[config.mk]
export PLATFORM = sky130hd
export DESIGN_NAME = minne_ctrl
export DESIGN_NICKNAME = d
export VERILOG_FILES = /design/src/rtl/minne_ctrl.sv
export SDC_FILE = /design/constraint.sdc
export NUM_CORES = 1
export LEC_CHECK = 0
export ABC_AREA = 0
export BUFFER_PORTS_ARGS = -buffer_cell sky130_fd_sc_hd__clkbuf_2
export CAP_MARGIN = 20
export CORE_MARGIN = 10
export CORE_UTILIZATION = 45
export CTS_CLUSTER_DIAMETER = 120
export DETAILED_ROUTE_END_ITERATION = 10
export MAX_ROUTING_LAYER = met4
export PLACE_DENSITY = 0.67
export SLEW_MARGIN = 15
export SYNTH_ARGS = -nofsm -noshare
export SYNTH_HDL_FRONTEND = slang
export SYNTH_SLANG_ARGS = --single-unit
[constraint.sdc]
create_clock -name clk -period 2.9 [get_ports clk]
set_clock_uncertainty 0.05 [all_clocks]
set_input_delay 0.58 -clock clk [delete_from_list [all_inputs] [get_ports clk]]
set_output_delay 0.58 -clock clk [all_outputs]
set_load 0.02 [all_outputs]
[src/rtl/minne_ctrl.sv]
// Sequential access controller driving the minne 3-to-8 word-line decoder and an 8-word store.
// Optional per-word even parity is enabled with `define MINNE_CTRL_PARITY_EN.
module minne_ctrl #(
    parameter int DATA_W      = 8,
    parameter int WAIT_CYCLES = 1
) (
    input  logic              clk,
    input  logic              rst_n,
    input  logic              req_valid,
    output logic              req_ready,
    input  logic              req_we,
    input  logic [2:0]        req_addr,
    input  logic [DATA_W-1:0] req_wdata,
    output logic              rsp_valid,
    input  logic              rsp_ready,
    output logic [DATA_W-1:0] rsp_rdata,
    output logic              A2,
    output logic              A1,
    output logic              A0,
    output logic              Select,
    input  logic [7:0]        wl,
    output logic              dec_err,
    output logic              par_err
);
    typedef enum logic [1:0] {IDLE, SETUP, ACCESS, RESP} state_t;

    state_t              state_q, state_d;
    logic                we_q, we_d;
    logic [2:0]          addr_q, addr_d;
    logic [DATA_W-1:0]   wdata_q, wdata_d;
    logic [3:0]          cnt_q, cnt_d;
    logic [DATA_W-1:0]   rdata_q, rdata_d;
    logic                dec_err_q, dec_err_d;
    logic [DATA_W-1:0]   mem_q [8];
    logic [DATA_W-1:0]   mem_d [8];
    logic                wl_ok;
`ifdef MINNE_CTRL_PARITY_EN
    logic [7:0]          par_q, par_d;
    logic                par_err_q, par_err_d;
`endif

    // A decode is good only if exactly the latched word line fired.
    assign wl_ok = (wl == (8'b1 << addr_q));

    always_ff @(posedge clk or negedge rst_n) begin
        if (!rst_n) begin
            state_q   <= IDLE;
            we_q      <= 1'b0;
            addr_q    <= '0;
            wdata_q   <= '0;
            cnt_q     <= '0;
            rdata_q   <= '0;
            dec_err_q <= 1'b0;
            mem_q     <= '{default: '0};
`ifdef MINNE_CTRL_PARITY_EN
            par_q     <= '0;
            par_err_q <= 1'b0;
`endif
        end else begin
            state_q   <= state_d;
            we_q      <= we_d;
            addr_q    <= addr_d;
            wdata_q   <= wdata_d;
            cnt_q     <= cnt_d;
            rdata_q   <= rdata_d;
            dec_err_q <= dec_err_d;
            mem_q     <= mem_d;
`ifdef MINNE_CTRL_PARITY_EN
            par_q     <= par_d;
            par_err_q <= par_err_d;
`endif
        end
    end

    always_comb begin
        state_d = state_q;
        case (state_q)
            IDLE:    if (req_valid)   state_d = SETUP;
            SETUP:                    state_d = ACCESS;
            ACCESS:  if (cnt_q == '0) state_d = RESP;
            RESP:    if (rsp_ready)   state_d = IDLE;
            default:                  state_d = IDLE;
        endcase
    end

    always_comb begin
        we_d      = we_q;
        addr_d    = addr_q;
        wdata_d   = wdata_q;
        cnt_d     = cnt_q;
        rdata_d   = rdata_q;
        dec_err_d = dec_err_q;
        mem_d     = mem_q;
`ifdef MINNE_CTRL_PARITY_EN
        par_d     = par_q;
        par_err_d = par_err_q;
`endif
        if (state_q == IDLE && req_valid) begin
            we_d    = req_we;
            addr_d  = req_addr;
            wdata_d = req_wdata;
        end
        if (state_q == SETUP)
            cnt_d = 4'(WAIT_CYCLES - 1);
        if (state_q == ACCESS) begin
            if (cnt_q != '0) begin
                cnt_d = cnt_q - 4'd1;
            end else if (wl_ok) begin
                if (we_q) begin
                    mem_d[addr_q] = wdata_q;
                    rdata_d       = wdata_q;
`ifdef MINNE_CTRL_PARITY_EN
                    par_d[addr_q] = ^wdata_q;
`endif
                end else begin
                    rdata_d = mem_q[addr_q];
`ifdef MINNE_CTRL_PARITY_EN
                    par_err_d = (^mem_q[addr_q]) != par_q[addr_q];
`endif
                end
            end else begin
                rdata_d   = '0;
                dec_err_d = 1'b1;
            end
        end
`ifdef MINNE_CTRL_PARITY_EN
        if (state_q == RESP && rsp_ready)
            par_err_d = 1'b0;
`endif
    end

    always_comb begin
        req_ready = (state_q == IDLE);
        Select    = (state_q == ACCESS);
        rsp_valid = (state_q == RESP);
    end

    assign {A2, A1, A0} = addr_q;
    assign rsp_rdata    = rdata_q;
    assign dec_err      = dec_err_q;
`ifdef MINNE_CTRL_PARITY_EN
    assign par_err      = par_err_q;
`else
    assign par_err      = 1'b0;
`endif
endmodule

; ---- Word level (Yosys, flattened, before mapping)
; Cells that the tools add are included.
[classes]
add_sub_neg = 1
n_lt_le_gt_ge = 2
n_eq_ne = 7
shift = 1
mux = 15
n_bitwise = 3
reduce_logical = 9
[op_table]
columns = op, count
row1 = bitwise mux 64 bit, 1
row2 = 2-to-1 mux 8 bit, 5
row3 = binary-select mux 8 bit (select 3 bit), 1
row4 = demux 8 bit (select 3 bit), 1
row5 = 2-to-1 mux 4 bit, 3
row6 = == test 8 bit, 1
row7 = one-hot mux 2 bit (4 select lines), 1
row8 = left shift 1 x 3 -> 8 bit (first input constant), 1
row9 = 2-to-1 mux 2 bit, 3
row10 = AND reduction 3 bit, 2
row11 = == test 2 bit (second input constant), 2
row12 = greater-or-equal comparator 4 bit (second input constant), 1
row13 = logical NOT 4 bit, 1
row14 = less-than comparator 4 x 1 -> 1 bit (second input constant), 1
row15 = != test 2 x 1 -> 1 bit (second input constant), 2
row16 = inverter 3 -> 4 bit, 1
row17 = AND reduction 4 bit, 1
row18 = nonzero test 4 bit, 1
row19 = subtractor 4 x 1 -> 4 bit (second input constant), 1
row20 = == test 2 x 1 -> 1 bit (second input constant), 1
row21 = logical AND 1 bit, 2
row22 = logical NOT 2 bit, 1
row23 = != test 2 bit (second input constant), 1
row24 = inverter 1 bit, 2
row25 = AND reduction 2 bit, 1
[word_totals]
regBits = 91
input_bits = 24
out_inout_bits = 16
word_cells = 53

; ---- Longest topological paths before layout
; Gate-level depths: netlist (run 1).
[logic_depth]
depth_word = 6
ltp_mapped = 8
mapped_depth_nobuf = 7

; ---- Worst setup path before layout (run 1)
; Ideal clock, no wire load.
[synth_timing]
kind = register to register
start = register state_q[0]
end = register mem_q[16] in the netlist's numbering
setup_time_ns = 0.125
arrival_ns = 2.220
required_time_ns = 2.725
setup_slack_ns = 0.505
path_stages_with_launch = 9
n_path_buf = 1
synth_period_minus_slack_ns = 2.395
cell_sequence = dfrtp_1 -> inv_1 -> ha_1 -> and4bb_1 -> and2_1 -> clkbuf_1 -> and3_1 -> nand4_4 -> mux2_4
[synth_via]
elab_chain_len = 2
[synth_lines]
columns = item, line_no
row1 = start: declaration, 27  ; state_t state_q, state_d;
row2 = start signal: assignment, 60  ; state_q <= state_d;
row3 = == test 2 bit, --
row4 = named net Select, 20  ; output logic Select,
row5 = AND reduction 4 bit (no line), --
row6 = end signal: assignment, 67  ; mem_q <= mem_d;
row7 = end: declaration, 34  ; logic [DATA_W-1:0] mem_q [8];
; The timed path passes the listed nets, and every way through them passes these cells.
; A chain may end at the register's enable or synchronous reset.

; ---- Worst setup path after layout (run 1)
[layout_timing]
start = register addr_q[2]
end = register mem_q[41] in the netlist's numbering
[layout_via]
elab_chain_len = 6
word_cells_on_any_way = 10
classes_between = 2 x order compare / 1 x eq/ne / 1 x shift / 3 x mux / 1 x bitwise / 2 x reduce/logical
[layout_lines]
columns = item, line_no
row1 = start: declaration, 29  ; logic [2:0] addr_q, addr_d;
row2 = start signal: assignment, 62  ; addr_q <= addr_d;
row3 = inverter 3 -> 4 bit (implied by the code), 110  ; mem_d[addr_q] = wdata_q;
row4 = greater-or-equal comparator 4 bit (implied by the code) or less-than comparator 4 x 1 -> 1 bit (tied branches), 110
row5 = logical AND 1 bit (implied by the code), 110
row6 = 2-to-1 mux 8 bit (implied by the code), 110
row7 = demux 8 bit (select 3 bit), 110
row8 = bitwise mux 64 bit, 110
; Parallel ways exist; a longest one is shown, timed or not.

==> impl_metrics.py, run 1 <==
metrics = {
    "critical_path": {
        "cp_top_family": "simple AND/OR/NAND/NOR gates",
        "critPathMaxStageDelay_ns": 0.53,
        "crit_top_cell": "buf_4",
        "endpoint_kind": "flip-flop",
        "slowest_stage": "dfrtp_1",
        "crit_arrival_ns": 2.85,
        "crit_type": "reg -> reg",
        "cp_max_fo": 18,
        "worstSetupStartpointType": "flip-flop",
        "cp.required_ns": 3.10,
        "crit_buf_inv": 2,
        "crit_chain": "buf_4 -> nor4b_1 -> a32oi_1 -> nand3b_1 -> buf_4 -> nand4_4 -> mux2_4",
    },
    "cts": {
        "cts.clk_slew.worst_paths_ns": 0.08,
        "cts_setup_buffers": 0,
        "clock_latency_ns": 0.37,
        "cts_max_level": 3,
        "clockBufferDepth": 2,
        "cts_buffers": 9,
        "cts.sinks": 91,
        "ctsHoldBuffers": 0,
        "cts_tree": "built",
        "cts_resized": 0,
        "root_buffer": "clkbuf_8",
    },
    "floorplan": {
        "pin_count": 40,
        "start_util": 0.463,
        "fp.dieH_um": 123,
        "dieArea_um2": 15200,
        "num_rows": 37,
        "core_um2": 10400,
        "fp.dieW_um": 123,
    },
    "logic_synthesis": {
        "ys_seq_elements": 91,
        "ys_types": 56,
        "synth_ff_type": "dfrtp_1",
        "synth_edf_count": 0,
        "syn_area_per_cell_um2": 13.3,
        "synth-seq-area-share": 0.474,
        "synth_top_area_cell": "dfrtp_1",
        "async_reset_ff_frac": 1.00,
        "synth_area_um2": 4810,
        "ys_warn_count": 0,
        "synth_most_common_cell": "dfrtp_1",
        "synth.area.top_cells": "dfrtp_1 (47%), mux2_4 (20%), mux2_2 (4.2%), nand4_4 (3.5%), o21ai_0 (1.9%)",
        "synthTopCellsByCount": "dfrtp_1 (91), mux2_4 (64), nand2_1 (19)",
        "synth_top_area_share": 0.474,
        "synth_cells": 362,
        "synth_fp_nets": 391,
    },
    "cells_and_area": {
        "num-nets-final": 432,
        "antennaDiodeCount": 0,
        "n_fill_cell": 942,
        "fin_cells": 541,
        "seq_area_um2": 2280,
        "synthToLayoutAreaGrowth_pct": 10.9,
        "multi_input_area_um2": 2360,
        "final_layout_size_suffix_gt1_frac": 0.398,
    },
    "global_route": {
        "grt_pass1_vias": 3209,
        "grt-ovfl-total": 0,
        "grt_pass1_wl_um": 18100,
        "grtUsageTotal": 0.159,
        "grt_max_degree": 48,
        "antenna_found_initial": 0,
    },
    "placement": {
        "dpl.hpwl_um": 7700,
        "post-place-cells": 528,
        "port_buffers": 38,
        "gp_congestion": 0.845,
    },
    "routing": {
        "drtAntennaViolNets": 0,
        "num_vias": 3069,
        "vias_per_cell": 5.67,
        "drt_wl_total_um": 11200,
        "first_iter_violations": 304,
        "wl_per_cell_um": 20.8,
        "drc": 0,
        "drt-pass1-iter-count": 5,
    },
    "timing": {
        "hold_violations": 0,
        "finalSetupTns_ns": 0,
        "tightest_slew_ns": 0.732,
        "setup_viol_count_final": 0,
        "timing.fmax_mhz": 377,
        "max_slew_margin": 0.511,
        "period_needed_ns": 2.65,
        "rsz0062_at_grt": "false",
        "report.final.slew_viol_count": 0,
        "period_share": 0.915,
    },
    "worst_hold_path": {
        "hold_class": "in -> async",
    },
    "power_and_ir_drop": {
        "ir_drop_uv": 387,
        "powerDensity_nw_per_um2": 736,
        "p_leak_nw": 2.69,
    },
    "flow_run": {
        "max_cap_violations": 0,
    },
    "run_status": {
        "status": "complete, no violations",
    },
}
## cell type report
cell class,instances,share of cell area
multi-input cells,238,0.443
repair buffers,55,0.0648
flip-flops and latches,91,0.427
inverters,8,0.00563
well taps,136,0.0319
clock buffers,13,0.0279
## placed cells by master, fill, tap and decap left out, types with 3 or more instances in the layout
| master | count |
|---|---|
| clkbuf_8 | 10 |
| mux2_4 | 64 |
| nor3_1 | 6 |
| o22ai_1 | 6 |
| o21ai_0 | 18 |
| mux2_2 | 18 |
| mux2i_1 | 5 |
| nand3b_1 | 3 |
| a211oi_1 | 5 |
| ha_1 | 5 |
| nand2_1 | 19 |
| clkbuf_2 | 37 |
| buf_4 | 16 |
| o31ai_1 | 6 |
| nor2_1 | 9 |
| nor2b_1 | 6 |
| a32oi_1 | 5 |
| dfrtp_1 | 91 |
| clkbuf_1 | 3 |
| o221ai_1 | 7 |
| nand2b_1 | 5 |
| and3_1 | 4 |
| nand4_4 | 8 |
| inv_1 | 7 |
| a21oi_1 | 4 |
## through the flow
step	instance area [µm²]	util	power (mW)	hold slack [ns]	worst slack (ns)
global placement	5180	0.500	3.16	0.399	0.351
CTS	5330	0.514	3.94	0.192	0.254
detailed placement	5180	0.500	3.21	0.410	0.263
global route	5330	0.514	4.16	0.216	0.0533
floorplan	4810	-	2.71	0.234	0.505
finish	5330	0.514	3.92	0.177	0.248
## path summary, 6_finish.rpt
path	cells after the start	end	from	slack [ns]
setup / recovery	7	mem_q[41]	addr_q[2]	0.25
hold / removal	1	mem_q[19]	rst_n	0.18
setup reg to reg	7	mem_q[41]	addr_q[2]	0.25
hold reg to reg	1	dec_err	dec_err	0.42
max in group asynchronous	2	mem_q[13]	rst_n	1.95
min in group clk	2	wdata_q[2]	req_wdata[2]	0.39
## sequential cells by signal (all words and copies together) (netlist names)
signal	count
mem_q	64
we_q	1
rsp_rdata	8
cnt_q	4
dec_err	1
wdata_q	8
addr_q	3
state_q	2
## logic make-up (layout without fill, tap and decap cells)
kind of cell,after synthesis,count (layout),share of synthesized area
and+or+nand+nor,75,75,0.113
adders and majority gates,5,5,0.0130
AOI/OAI and AO/OA,68,68,0.102
DFF,91,91,0.474
other,1,1,0.000780
muxes,89,89,0.262
buffers and inverters,33,76,0.0351
## worst register-to-register path, delay by kind of cell, from the launching register on
kind	cells	cell delay (ns)
muxes	1	0.40
AOI/OAI and AO/OA	1	0.09
DFF	1	0.53
and+or+nand+nor	3	0.94
buffers and inverters	2	0.52
## power breakdown
group          total, mW  switching, mW  internal (mW)
sequential          1.66          0.282           1.38
clock              0.732          0.409          0.323
combinational       1.53          0.886          0.644
total               3.92           1.58           2.35
## metal layers
metal | track usage | share of wire | vias to the layer above
li1 | - | - | 1428
met3 | 0.0419 | 0.035 | 13
met2 | 0.255 | 0.50 | 54
met4 | 0.0364 | 0.0091 | 0
met1 | 0.198 | 0.45 | 1574
met5 | - | 0 | -
(Power assumes the default switching activity.)
==> inputs of run 2 (changes only) <==
--- a/config.mk
+++ b/config.mk
@@ -5,15 +5,16 @@
 export SDC_FILE = /design/constraint.sdc
 export NUM_CORES = 1
 export LEC_CHECK = 0
-export ABC_AREA = 0
 export BUFFER_PORTS_ARGS = -buffer_cell sky130_fd_sc_hd__clkbuf_2
 export CAP_MARGIN = 20
+export CELL_PAD_IN_SITES_DETAIL_PLACEMENT = 1
+export CELL_PAD_IN_SITES_GLOBAL_PLACEMENT = 2
 export CORE_MARGIN = 10
-export CORE_UTILIZATION = 45
+export CORE_UTILIZATION = 42
 export CTS_CLUSTER_DIAMETER = 120
 export DETAILED_ROUTE_END_ITERATION = 10
 export MAX_ROUTING_LAYER = met4
-export PLACE_DENSITY = 0.67
+export PLACE_DENSITY = 0.83
 export SLEW_MARGIN = 15
 export SYNTH_ARGS = -nofsm -noshare
 export SYNTH_HDL_FRONTEND = slang
==> impl_metrics.py, run 2 (same netlist as run 1, synthesis figures left out) <==
metrics = {
    "run_status": {
        "status": "complete, no violations",
    },
    "critical_path": {
        "worst_r2r_endpoint": "mem_q[27]",
        "r2r_slack_ns": 0.24,
        "r2r-start": "addr_q[2]",
        "cp_max_fo": 17,
        "cp-endpoint": "mem_q[27]",
        "crit_arrival_ns": 2.85,
        "cp.required_ns": 3.08,
        "critPathMaxStageDelay_ns": 0.59,
        "endpoint_kind": "flip-flop",
        "crit_chain": "or2_1 -> a311o_1 -> o2bb2a_4 -> nand4_4 -> mux2_4",
        "slowest_stage": "dfrtp_1",
        "reg2reg_depth": 5,
        "crit_type": "reg -> reg",
        "worstSetupStartpointType": "flip-flop",
        "critPathLaunch": "addr_q[2]",
    },
    "worst_hold_path": {
        "hold_class": "in -> async",
    },
    "cells_and_area": {
        "multi_input_area_um2": 2360,
        "seq_area_um2": 2280,
        "final_cell_mix": "dfrtp_1 (91), mux2_4 (64), clkbuf_2 (37)",
        "n_fill_cell": 1193,
        "final_layout_size_suffix_gt1_frac": 0.404,
        "fin_cells": 549,
        "final_common_cell": "dfrtp_1",
        "antennaDiodeCount": 0,
        "synthToLayoutAreaGrowth_pct": 13.8,
        "num-nets-final": 430,
        "top_register": "mem_q",
        "largest_reg_flops": 64,
    },
    "floorplan": {
        "start_util": 0.425,
        "num_rows": 39,
        "fp.dieW_um": 127,
        "core_um2": 11300,
        "pin_count": 40,
        "fp.dieH_um": 127,
        "dieArea_um2": 16100,
    },
    "cts": {
        "cts.clk_slew.worst_paths_ns": 0.06,
        "clockBufferDepth": 2,
        "cts_tree": "built",
        "clock_latency_ns": 0.35,
        "cts_resized": 0,
        "cts.sinks": 91,
        "cts_max_level": 3,
        "cts_buffers": 9,
        "root_buffer": "clkbuf_16",
        "ctsHoldBuffers": 0,
        "cts_setup_buffers": 0,
    },
    "placement": {
        "post-place-cells": 533,
        "gp_congestion": 0.851,
        "port_buffers": 38,
        "dpl.hpwl_um": 8690,
    },
    "routing": {
        "wl_per_cell_um": 23.3,
        "met2_length_um": 6360,
        "top_layer_used": "met4",
        "first_iter_violations": 253,
        "wl_met1_um": 5890,
        "drc": 0,
        "drt_wl_total_um": 12800,
        "num_vias": 3171,
        "wl_met3_um": 373,
        "drt-pass1-iter-count": 4,
        "vias_per_cell": 5.78,
        "drtAntennaViolNets": 0,
    },
    "timing": {
        "max_slew_margin": 0.529,
        "period_needed_ns": 2.66,
        "report.final.slew_viol_count": 0,
        "hold_violations": 0,
        "rsz0062_at_grt": "false",
        "finalSetupTns_ns": 0,
        "period_share": 0.918,
        "tightest_slew_ns": 0.705,
        "timing.fmax_mhz": 376,
        "setup_viol_count_final": 0,
    },
    "power_and_ir_drop": {
        "powerDensity_nw_per_um2": 813,
        "p_total_mw": 4.45,
        "p_int_mw": 2.70,
        "seqPwrFrac": 0.375,
        "clkPwrFrac": 0.274,
        "p_switching_mw": 1.75,
        "p_comb_frac": 0.352,
        "ir_drop_uv": 527,
        "swShare": 0.393,
        "p_leak_nw": 2.75,
    },
    "flow_run": {
        "max_cap_violations": 0,
    },
    "global_route": {
        "grt-ovfl-total": 0,
        "antenna_found_initial": 0,
        "grtUsageTotal": 0.169,
        "grt_pass1_wl_um": 20600,
        "grt_pass1_vias": 3416,
        "grt_max_degree": 41,
    },
}
run 2: cell count changes in the layout (fill, tap and decap cells not counted), moves of 2 or more:
| cell | before | now |
|---|---|---|
| clkbuf_1 | 3 | 1 |
| clkbuf_16 | 0 | 9 |
| clkinv_2 | 0 | 2 |
| clkbuf_8 | 10 | 2 |
run 2: worst max-delay path, delay by kind of cell, from the launching register on:
kind,cells,cell delay [ns]
compound gates,2,0.75
flops,1,0.59
simple gates,2,0.74
mux,1,0.41
run 2: worst min path at each step:
stage            endpoint  depth (start not counted)     from  slack (ns)
5_1_grt        wdata_q[7]                          1    rst_n        0.15
2_1_floorplan   addr_q[0]                          0    rst_n        0.23
6_report       wdata_q[7]                          1    rst_n        0.12
4_1_cts        wdata_q[7]                          1    rst_n        0.13
3_5_place_dp      dec_err                          1  dec_err        0.42
3_3_place_gp      dec_err                          1  dec_err        0.40
run 2: cell type report:
type / count / area share
Clock buffer: 12 / 0.0469
Clock inverter: 4 / 0.00892
Inverter: 8 / 0.00549
Multi-Input combinational cell: 238 / 0.431
Sequential cell: 91 / 0.416
Tap cell: 143 / 0.0327
Timing Repair Buffer: 53 / 0.0581
run 2: per-stage QoR:
step                      area, µm²  setup WS (ns)   util  hold WS (ns)
after floorplan                4810          0.505      -         0.234
after global placement         5160          0.336  0.456         0.398
after detailed placement       5160          0.296  0.456         0.417
after CTS                      5470          0.291  0.483         0.133
after global routing           5470          0.110  0.483         0.145
final                          5470          0.239  0.483         0.123
run 2: layer usage:
metal  GRT usage  up-vias
met2       0.265       59
met1       0.211     1676
li1            -     1423
met4      0.0489        0
met5           -        -
met3      0.0430       13
run 2: power groups by stage:
stage / clock network, mW / registers, mW / logic, mW
floorplan: 0 / 1.49 / 1.22
global placement: 0 / 1.68 / 1.51
detailed placement: 0 / 1.69 / 1.55
CTS: 1.25 / 1.66 / 1.57
global route: 1.30 / 1.70 / 1.71
finish: 1.22 / 1.67 / 1.56
==> inputs of run 3 (changes only) <==
--- a/config.mk
+++ b/config.mk
@@ -10,11 +10,11 @@
 export CELL_PAD_IN_SITES_DETAIL_PLACEMENT = 1
 export CELL_PAD_IN_SITES_GLOBAL_PLACEMENT = 2
 export CORE_MARGIN = 10
-export CORE_UTILIZATION = 42
+export CORE_UTILIZATION = 24
 export CTS_CLUSTER_DIAMETER = 120
 export DETAILED_ROUTE_END_ITERATION = 10
 export MAX_ROUTING_LAYER = met4
-export PLACE_DENSITY = 0.83
+export PLACE_DENSITY = 0.54
 export SLEW_MARGIN = 15
 export SYNTH_ARGS = -nofsm -noshare
 export SYNTH_HDL_FRONTEND = slang
==> impl_metrics.py, run 3 (same netlist as run 1, synthesis figures left out) <==
metrics = {
    "routing": {
        "drc": 0,
        "num_vias": 3166,
        "vias_per_cell": 4.72,
        "first_iter_violations": 133,
        "drtAntennaViolNets": 0,
        "drt-pass1-iter-count": 4,
        "drt_wl_total_um": 14000,
        "wl_per_cell_um": 20.9,
    },
    "placement": {
        "place_ws_ns": 0.261,
        "gp_congestion": 0.759,
        "port_buffers": 38,
        "dpl.hpwl_um": 9660,
    },
    "critical_path": {
        "crit_buf_inv": 3,
        "worstSetupStartpointType": "flip-flop",
        "cp.required_ns": 3.09,
        "endpoint_kind": "flip-flop",
        "crit_chain": "buf_4 -> inv_2 -> nor4b_1 -> nand3b_1 -> buf_4 -> nand4_4 -> mux2_4",
        "cp_max_fo": 23,
        "slowest_stage": "dfrtp_1",
        "cp_top_family": "simple AND/OR/NAND/NOR gates",
        "crit_arrival_ns": 2.81,
        "crit_type": "reg -> reg",
        "crit_top_cell": "buf_4",
        "critPathMaxStageDelay_ns": 0.47,
    },
    "timing": {
        "period_share": 0.904,
        "period_needed_ns": 2.62,
        "rsz0062_at_grt": "false",
        "layout_setup_ws_ns": 0.278,
        "tightest_slew_ns": 0.687,
        "setup_viol_count_final": 0,
        "finalSetupTns_ns": 0,
        "timing.fmax_mhz": 381,
        "max_slew_margin": 0.537,
        "hold_violations": 0,
        "report.final.slew_viol_count": 0,
    },
    "global_route": {
        "grt_pass1_wl_um": 21900,
        "antenna_found_initial": 0,
        "grt_pass1_vias": 3394,
        "grt_max_degree": 65,
        "grt-ovfl-total": 0,
        "grtUsageTotal": 0.113,
    },
    "cts": {
        "cts_resized": 0,
        "ctsHoldBuffers": 0,
        "cts_tree": "built",
        "cts_buffers": 9,
        "root_buffer": "clkbuf_16",
        "cts_max_level": 3,
        "clock_latency_ns": 0.35,
        "cts.clk_slew.worst_paths_ns": 0.07,
        "clockBufferDepth": 2,
        "cts.sinks": 91,
        "cts_setup_buffers": 0,
    },
    "cells_and_area": {
        "post-route-util": 0.288,
        "final_common_cell": "dfrtp_1",
        "n_fill_cell": 2173,
        "synthToLayoutAreaGrowth_pct": 17.6,
        "largest_reg_flops": 64,
        "num-nets-final": 431,
        "final_layout_size_suffix_gt1_frac": 0.406,
        "multi_input_area_um2": 2360,
        "seq_area_um2": 2280,
        "antennaDiodeCount": 0,
        "final_cell_mix": "dfrtp_1 (91), mux2_4 (64), clkbuf_2 (37)",
        "top_register": "mem_q",
    },
    "power_and_ir_drop": {
        "p_leak_nw": 2.77,
        "ir_drop_uv": 322,
        "powerDensity_nw_per_um2": 812,
        "p_total_mw": 4.59,
    },
    "floorplan": {
        "num_rows": 51,
        "start_util": 0.245,
        "core_um2": 19600,
        "pin_count": 40,
        "fp.dieH_um": 162,
        "dieArea_um2": 26100,
        "fp.dieW_um": 162,
    },
    "worst_hold_path": {
        "hold_class": "in -> async",
    },
    "run_status": {
        "status": "complete, no violations",
    },
    "flow_run": {
        "max_cap_violations": 0,
    },
}
-- run 3: final timing paths --
| path | start | end | slack [ns] | cells past startpoint |
|---|---|---|---|---|
| max in group asynchronous | rst_n | mem_q[36] | 1.96 | 2 |
| worst max register to register | addr_q[2] | mem_q[58] | 0.28 | 7 |
| min in group clk | req_wdata[1] | wdata_q[1] | 0.41 | 2 |
| worst min register to register | dec_err | dec_err | 0.42 | 1 |
| worst min-delay path | rst_n | mem_q[11] | 0.11 | 1 |
| worst max-delay path | addr_q[2] | mem_q[58] | 0.28 | 7 |
-- run 3: power by group --
group          total [mW]  internal [mW]  switching, mW  leakage (nW)
combinational        1.57          0.621          0.949          1.37
clock                1.31          0.798          0.511         0.162
sequential           1.71           1.38          0.332          1.24
total                4.59           2.80           1.79          2.77
-- run 3: worst reg2reg max path: stages, from the launching register on --
cell	delay [ns]
dfrtp_1	0.47
buf_4	0.34
inv_2	0.17
nor4b_1	0.31
nand3b_1	0.14
buf_4	0.25
nand4_4	0.36
mux2_4	0.41
-- run 3: final cells by class --
type | instances | share of cell area
Clock buffer | 11 | 0.0447
Multi-Input combinational cell | 238 | 0.418
Inverter | 8 | 0.00531
Clock inverter | 4 | 0.0131
Sequential cell | 91 | 0.403
Timing Repair Buffer | 54 | 0.0576
Tap cell | 265 | 0.0587
-- run 3: layer usage --
layer,GRT usage,share of wire
met5,-,0
met3,0.0241,0.028
met4,0.0331,0.017
met1,0.141,0.47
met2,0.180,0.48
-- run 3: metrics by stage --
| step | hold WS, ns | area [µm²] | cells |
|---|---|---|---|
| final | 0.106 | 5650 | 671 |
| after global routing | 0.120 | 5650 | 671 |
| after CTS | 0.107 | 5650 | 671 |
| after detailed placement | 0.413 | 5320 | 656 |
| after global placement | 0.401 | 5320 | 656 |
| after floorplan | 0.234 | 4810 | 362 |
